File: config.mk
export PLATFORM = sky130hd
export DESIGN_NAME = tmr_seq_multiplier
export DESIGN_NICKNAME = d
export VERILOG_FILES = /design/src/rtl/tmr_pkg.sv /design/src/rtl/multiplier.sv /design/src/rtl/tmr_seq_multiplier.sv
export SDC_FILE = /design/constraint.sdc
export NUM_CORES = 1
export LEC_CHECK = 0
export CAP_MARGIN = 20
export CORE_MARGIN = 4
export CORE_UTILIZATION = 29
export DETAILED_ROUTE_END_ITERATION = 8
export MAX_ROUTING_LAYER = met4
export REMOVE_ABC_BUFFERS = 1
export SLEW_MARGIN = 25
export SYNTH_ARGS = -nofsm -noshare
export SYNTH_HDL_FRONTEND = slang
export SYNTH_SLANG_ARGS = --single-unit
File: constraint.sdc
create_clock -name clk -period 9 [get_ports clk]
set_clock_uncertainty 0.1 [all_clocks]
set_input_delay 2.25 -clock clk [delete_from_list [all_inputs] [get_ports clk]]
set_output_delay 2.25 -clock clk [all_outputs]
set_load 0.02 [all_outputs]
File: src/rtl/tmr_pkg.sv
// Shared types for the triple-modular-redundant sequential multiplier.
// Holds the controller state encoding and the fault_id codes.
package tmr_pkg;

  typedef enum logic [1:0] {
    StIdle,
    StMul,
    StVote,
    StOut
  } state_e;

  localparam logic [1:0] FID_NONE = 2'd0;
  localparam logic [1:0] FID_R1   = 2'd1;
  localparam logic [1:0] FID_R2   = 2'd2;
  localparam logic [1:0] FID_R3   = 2'd3;

endpackage

File: src/rtl/multiplier.sv
// Signed fixed-point multiplier: full 2N-bit product, Q(INTBITS.FRACBITS) result slice
// and an overflow flag when the discarded high bits are not a pure sign extension.
module multiplier #(
  parameter int unsigned N        = 16,
  parameter int unsigned INTBITS  = 6,
  parameter int unsigned FRACBITS = 10
) (
  input  logic [N-1:0] a,
  input  logic [N-1:0] b,
  output logic [N-1:0] res,
  output logic         ovf
);

  localparam int unsigned HiW = INTBITS + 1;

  logic signed [2*N-1:0] a_ext, b_ext, prod;
  logic [HiW-1:0]        hi;
  logic                  unused_frac;

  assign a_ext = {{N{a[N-1]}}, a};
  assign b_ext = {{N{b[N-1]}}, b};
  assign prod  = a_ext * b_ext;

  assign res = prod[N-1+FRACBITS -: N];
  // Bits above the result's sign bit, plus the sign bit itself, must all agree.
  assign hi  = prod[2*N-1 -: HiW];
  assign ovf = !((&hi) || (~|hi));

  assign unused_frac = ^prod[FRACBITS-1:0];

endmodule

File: src/rtl/tmr_seq_multiplier.sv
// Triple-redundant fixed-point multiplier with majority voting, bounded retry on
// total disagreement, per-replica saturating error counters and a fault-injection hook.
module tmr_seq_multiplier
  import tmr_pkg::*;
#(
  parameter int unsigned N         = 16,
  parameter int unsigned INTBITS   = 6,
  parameter int unsigned FRACBITS  = 10,
  parameter int unsigned RETRY_MAX = 2,
  parameter int unsigned CNT_W     = 8
) (
  input  logic               clk,
  input  logic               rst_n,
  input  logic               in_valid,
  output logic               in_ready,
  input  logic [N-1:0]       a,
  input  logic [N-1:0]       b,
  output logic               out_valid,
  input  logic               out_ready,
  output logic [N-1:0]       result,
  output logic               ovf,
  output logic               invalid,
  output logic [1:0]         fault_id,
  output logic [2:0]         retries,
  output logic [3*CNT_W-1:0] err_cnt,
  input  logic               clr_cnt,
  input  logic               inj_en,
  input  logic [1:0]         inj_sel,
  input  logic [N-1:0]       inj_mask
);

  state_e                state_q, state_d;
  logic [2:0]            retry_q, retry_d;
  logic [N-1:0]          a_q, b_q;
  logic [2:0][N-1:0]     rep_res, cap_res;
  logic [2:0]            rep_ovf, cap_ovf;
  logic [2:0][CNT_W-1:0] cnt_q;
  logic                  eq01, eq02, eq12;
  logic                  load_out;
  logic [N-1:0]          result_d;
  logic                  ovf_d, invalid_d;
  logic [1:0]            fid_d;
  logic [2:0]            inc;

  for (genvar k = 0; k < 3; k++) begin : g_rep
    multiplier #(
      .N       (N),
      .INTBITS (INTBITS),
      .FRACBITS(FRACBITS)
    ) u_rep (
      .a  (a_q),
      .b  (b_q),
      .res(rep_res[k]),
      .ovf(rep_ovf[k])
    );
  end

  always_ff @(posedge clk) begin
    if (!rst_n) begin
      cap_res <= '0;
      cap_ovf <= '0;
    end else if (state_q == StMul) begin
      for (int k = 0; k < 3; k++) begin
        // Injection corrupts only the result bits; ovf stays as computed.
        cap_res[k] <= rep_res[k] ^ ((inj_en && inj_sel == 2'(k + 1)) ? inj_mask : '0);
        cap_ovf[k] <= rep_ovf[k];
      end
    end
  end

  assign eq01 = {cap_res[0], cap_ovf[0]} == {cap_res[1], cap_ovf[1]};
  assign eq02 = {cap_res[0], cap_ovf[0]} == {cap_res[2], cap_ovf[2]};
  assign eq12 = {cap_res[1], cap_ovf[1]} == {cap_res[2], cap_ovf[2]};

  always_comb begin
    state_d   = state_q;
    retry_d   = retry_q;
    load_out  = 1'b0;
    result_d  = cap_res[0];
    ovf_d     = cap_ovf[0];
    invalid_d = 1'b0;
    fid_d     = FID_NONE;
    inc       = '0;
    unique case (state_q)
      StIdle: begin
        if (in_valid) begin
          state_d = StMul;
          retry_d = '0;
        end
      end
      StMul: state_d = StVote;
      StVote: begin
        state_d  = StOut;
        load_out = 1'b1;
        if (eq01 && eq02) begin
          fid_d = FID_NONE;
        end else if (eq01) begin
          fid_d  = FID_R3;
          inc[2] = 1'b1;
        end else if (eq02) begin
          fid_d  = FID_R2;
          inc[1] = 1'b1;
        end else if (eq12) begin
          result_d = cap_res[1];
          ovf_d    = cap_ovf[1];
          fid_d    = FID_R1;
          inc[0]   = 1'b1;
        end else if (retry_q < 3'(RETRY_MAX)) begin
          state_d  = StMul;
          retry_d  = retry_q + 3'd1;
          load_out = 1'b0;
        end else begin
          invalid_d = 1'b1;
        end
      end
      StOut: begin
        if (out_ready) state_d = StIdle;
      end
      default: state_d = StIdle;
    endcase
  end

  always_ff @(posedge clk) begin
    if (!rst_n) begin
      state_q <= StIdle;
      retry_q <= '0;
      a_q     <= '0;
      b_q     <= '0;
    end else begin
      state_q <= state_d;
      retry_q <= retry_d;
      if (state_q == StIdle && in_valid) begin
        a_q <= a;
        b_q <= b;
      end
    end
  end

  always_ff @(posedge clk) begin
    if (!rst_n) begin
      result   <= '0;
      ovf      <= 1'b0;
      invalid  <= 1'b0;
      fault_id <= FID_NONE;
      retries  <= '0;
    end else if (load_out) begin
      result   <= result_d;
      ovf      <= ovf_d;
      invalid  <= invalid_d;
      fault_id <= fid_d;
      retries  <= retry_q;
    end
  end

  // Clear beats a same-cycle increment; counters stick at all-ones.
  always_ff @(posedge clk) begin
    if (!rst_n || clr_cnt) begin
      cnt_q <= '0;
    end else begin
      for (int k = 0; k < 3; k++) begin
        if (inc[k] && cnt_q[k] != {CNT_W{1'b1}}) cnt_q[k] <= cnt_q[k] + 1'b1;
      end
    end
  end

  assign err_cnt   = cnt_q;
  assign out_valid = (state_q == StOut);
  assign in_ready  = rst_n && (state_q == StIdle);

endmodule

==> metrics.csv <==
metric,value,unit
Clock Latency Late Sink,0.45,ns
worst endpoint required time,9.23,ns
TritonCTS buffer count,17,
CP max stage delay,0.75,ns
"commonest cells after routing, fill and taps aside","inv_1 (302), nand2_1 (273), fa_1 (261)",
Avg Synthesized Cell Area,8.71,um2
"most common cell after layout, fill and taps aside",inv_1,
DP HPWL,32300,um
clock-pin slew on the worst setup and hold paths,0.06,ns
cts-stage hold buffer count,0,
kind of cell adding the most delay to the critical path,adder cells,
Clk pwr share,32.1,%
worst-case reg-to-reg path depth,22,
initial antenna violation count,3,
RSZ-0062 raised after global routing,no,
drc violations,0,
Peak VDD IR,0.112,mV
max cap viols,0,
wire length per cell,15.8,um
Total Wirelength,40900,um
die width,243,um
Synth Instances,1838,
CP max-delay cell,fa_1,
status,finished clean,
vias per cell,4.71,
Max H-tree Level,4,
CP Capture Type,flip-flop,
first-pass GRT wire length,68700,um
switching share of power,37.6,%
CTS root buf,clkbuf_16,
Post-CTS Setup Bufs,0,
"FF+latch count, synth",133,
Site Rows,85,
TritonCTS clock tree,yes,
final instance area,18200,um2
most frequent CP cell,fa_1,
Critical Path AT,7.35,ns
Final Hold Viols,0,
Initial DRC Count,672,
Startpoint Class,flip-flop,
Switching Power,0.759,mW
GRT overflow,0,
Most Crowded Layer GR,met2,
die area,59000,um2
# IOs,105,
Setup TNS Final,0,ns
dominant synthesized flop cell,dfxtp_1,
final setup vio count,0,
Die Y,243,um
cts repair resizes,0,
first drt pass iteration count,5,
vias in the first global route,12900,
CP Depth,22,
CP Max Fanout,17,
Initial Util,29.5,%
Slew @ Worst Pin,0.941,ns
"Distinct cells, synth",49,
Post-synth ARST share,0,%
Comb power frac,33.0,%
"EDFF count, synth",0,
Leak Pwr,8.00,nW
power density over the cells,111,nW/um2
largest net degree at the start of global routing,91,
Tot GR Track Use,14.8,%
synthesis-to-layout area growth,13.8,%
fill count,5545,
met3 Usage GRT,2.04,%
GPL Wtd Cong,0.872,
CTS Buffer Depth,2,
met2 global-route usage,25.3,%
share of cells above drive strength 1,2.85,%
final number of max-transition violations,0,
Cells on Worst Hold Path,2,
GR Util met1,18.6,%
register area share after synthesis,16.6,%
Port Buffers,104,
clk sinks,133,
via count,12200,
min cycle time layout,7.12,ns
core region area,54200,um2
final antenna-violating net count,0,
FF-to-FF setup slack,1.88,ns
hold crit path type,reg -> reg,
Netlist Area Pre-Place,16000,um2
Yosys warning total,0,
Relative slew margins,37.2,%
Placed Instance Area,17700,um2
Int Power,1.26,mW
maximum clock frequency,0.140,GHz
Nets,2285,
Buf/Inv on CP,5,
"Critical Path, Cell by Cell","nand2_1, inv_1, fa_1, inv_1, fa_1, inv_1, fa_1, fa_1, fa_1, inv_1, fa_1, inv_1, ha_1, and3_1, and3_1, nand3_1, o311a_1, o21ai_0, xnor2_1, or4_4, o311ai_2, o21ai_1",
"Period Utilization, post-route",79.1,%
Flop pwr share,35.0,%
path type of the worst setup path,reg -> reg,
cell type report:
type,count,area [um2],area share [%]
Sequential cell,133,2660,14.6
Antenna cell,3,7.51,0.0412
Clock buffer,19,433,2.38
Inverter,303,1140,6.25
Timing Repair Buffer,113,1110,6.09
Clock inverter,13,98.8,0.543
Tap cell,696,871,4.78
Multi-Input combinational cell,1314,11900,65.3
synthesized netlist by cell type (3+ instances only):
master,n,area [um2]
dfxtp_1,133,2660
o211ai_1,5,37.5
fa_1,261,5230
mux2i_1,23,230
a211oi_1,56,420
o21ai_1,5,25.0
nor3_1,9,45.0
or2_2,3,18.8
and2_1,124,776
nor2b_1,7,43.8
nand3_1,21,105
a21o_1,6,45.0
and3_1,8,50.1
nor4_1,6,37.5
inv_1,303,1140
nor2_1,115,432
nand2b_1,8,50.1
o21ai_0,21,105
a31oi_1,5,31.3
buf_2,6,30.0
xnor2_1,68,596
a21oi_1,76,380
xor2_1,76,666
clkbuf_1,81,304
ha_1,86,1080
or3_1,6,37.5
nand4_1,20,125
nand2_1,273,1020
final timing paths:
check                   from          to
setup / recovery      b_q[1]  cap_ovf[0]
hold / removal    cap_ovf[0]  cap_ovf[0]
setup reg to reg      b_q[1]  cap_ovf[0]
hold reg to reg   cap_ovf[0]  cap_ovf[0]
registers in the layout (all words and copies together) (netlist names), 2 cells and up:
name and count:
err_cnt 24, cap_res 48, fault_id 2, retry_q 3, retries 3, result 16, a_q 16, b_q 16
state_q 2
worst register-to-register path, stage by stage, from the launching register on:
cell and delay [ns]:
dfxtp_1 0.50, nand2_1 0.22, inv_1 0.10, fa_1 0.75, inv_1 0.11, fa_1 0.57
inv_1 0.29, fa_1 0.50, fa_1 0.51, fa_1 0.49, inv_1 0.05, fa_1 0.47
inv_1 0.04, ha_1 0.34, and3_1 0.25, and3_1 0.21, nand3_1 0.08, o311a_1 0.31
o21ai_0 0.24, xnor2_1 0.13, or4_4 0.49, o311ai_2 0.21, o21ai_1 0.08
per-layer routing:
metal | part of all wire, % | vias to the layer above
li1 | - | 5778
met1 | 44 | 6119
met2 | 50 | 260
met3 | 3.7 | 51
met4 | 2.0 | 0
met5 | 0 | -
logic make-up after synthesis:
logic type | after synthesis | synth area share, %
xor gates and xnor gates | 144 | 7.88
buffers and inverters | 391 | 9.21
muxes | 23 | 1.44
adders and majority gates | 347 | 39.4
DFF | 133 | 16.6
AOI/OAI and AO/OA | 194 | 8.03
and+or+nand+nor | 606 | 17.5
through the flow:
stage | std cells | hold WS (ns) | setup slack (ns) | util [%] | power, mW
6_report | 2594 | 0.369 | 1.88 | 33.6 | 2.02
5_1_grt | 2594 | 0.405 | 1.47 | 33.6 | 2.16
4_1_cts | 2591 | 0.369 | 1.91 | 33.6 | 2.05
3_5_place_dp | 2559 | 0.360 | 1.91 | 32.6 | 1.39
3_3_place_gp | 2559 | 0.371 | 1.99 | 32.6 | 1.38
2_1_floorplan | 1750 | 0.337 | 2.40 | - | 1.17
power groups by stage:
stage          sequential (mW)  clock (mW)  combinational (mW)
4_1_cts                  0.704       0.667               0.674
3_3_place_gp             0.715           0               0.661
5_1_grt                  0.714       0.689               0.755
3_5_place_dp             0.717           0               0.670
2_1_floorplan            0.686           0               0.486
6_report                 0.706       0.647               0.666
No activity file was read; power rests on OpenSTA's default activity.
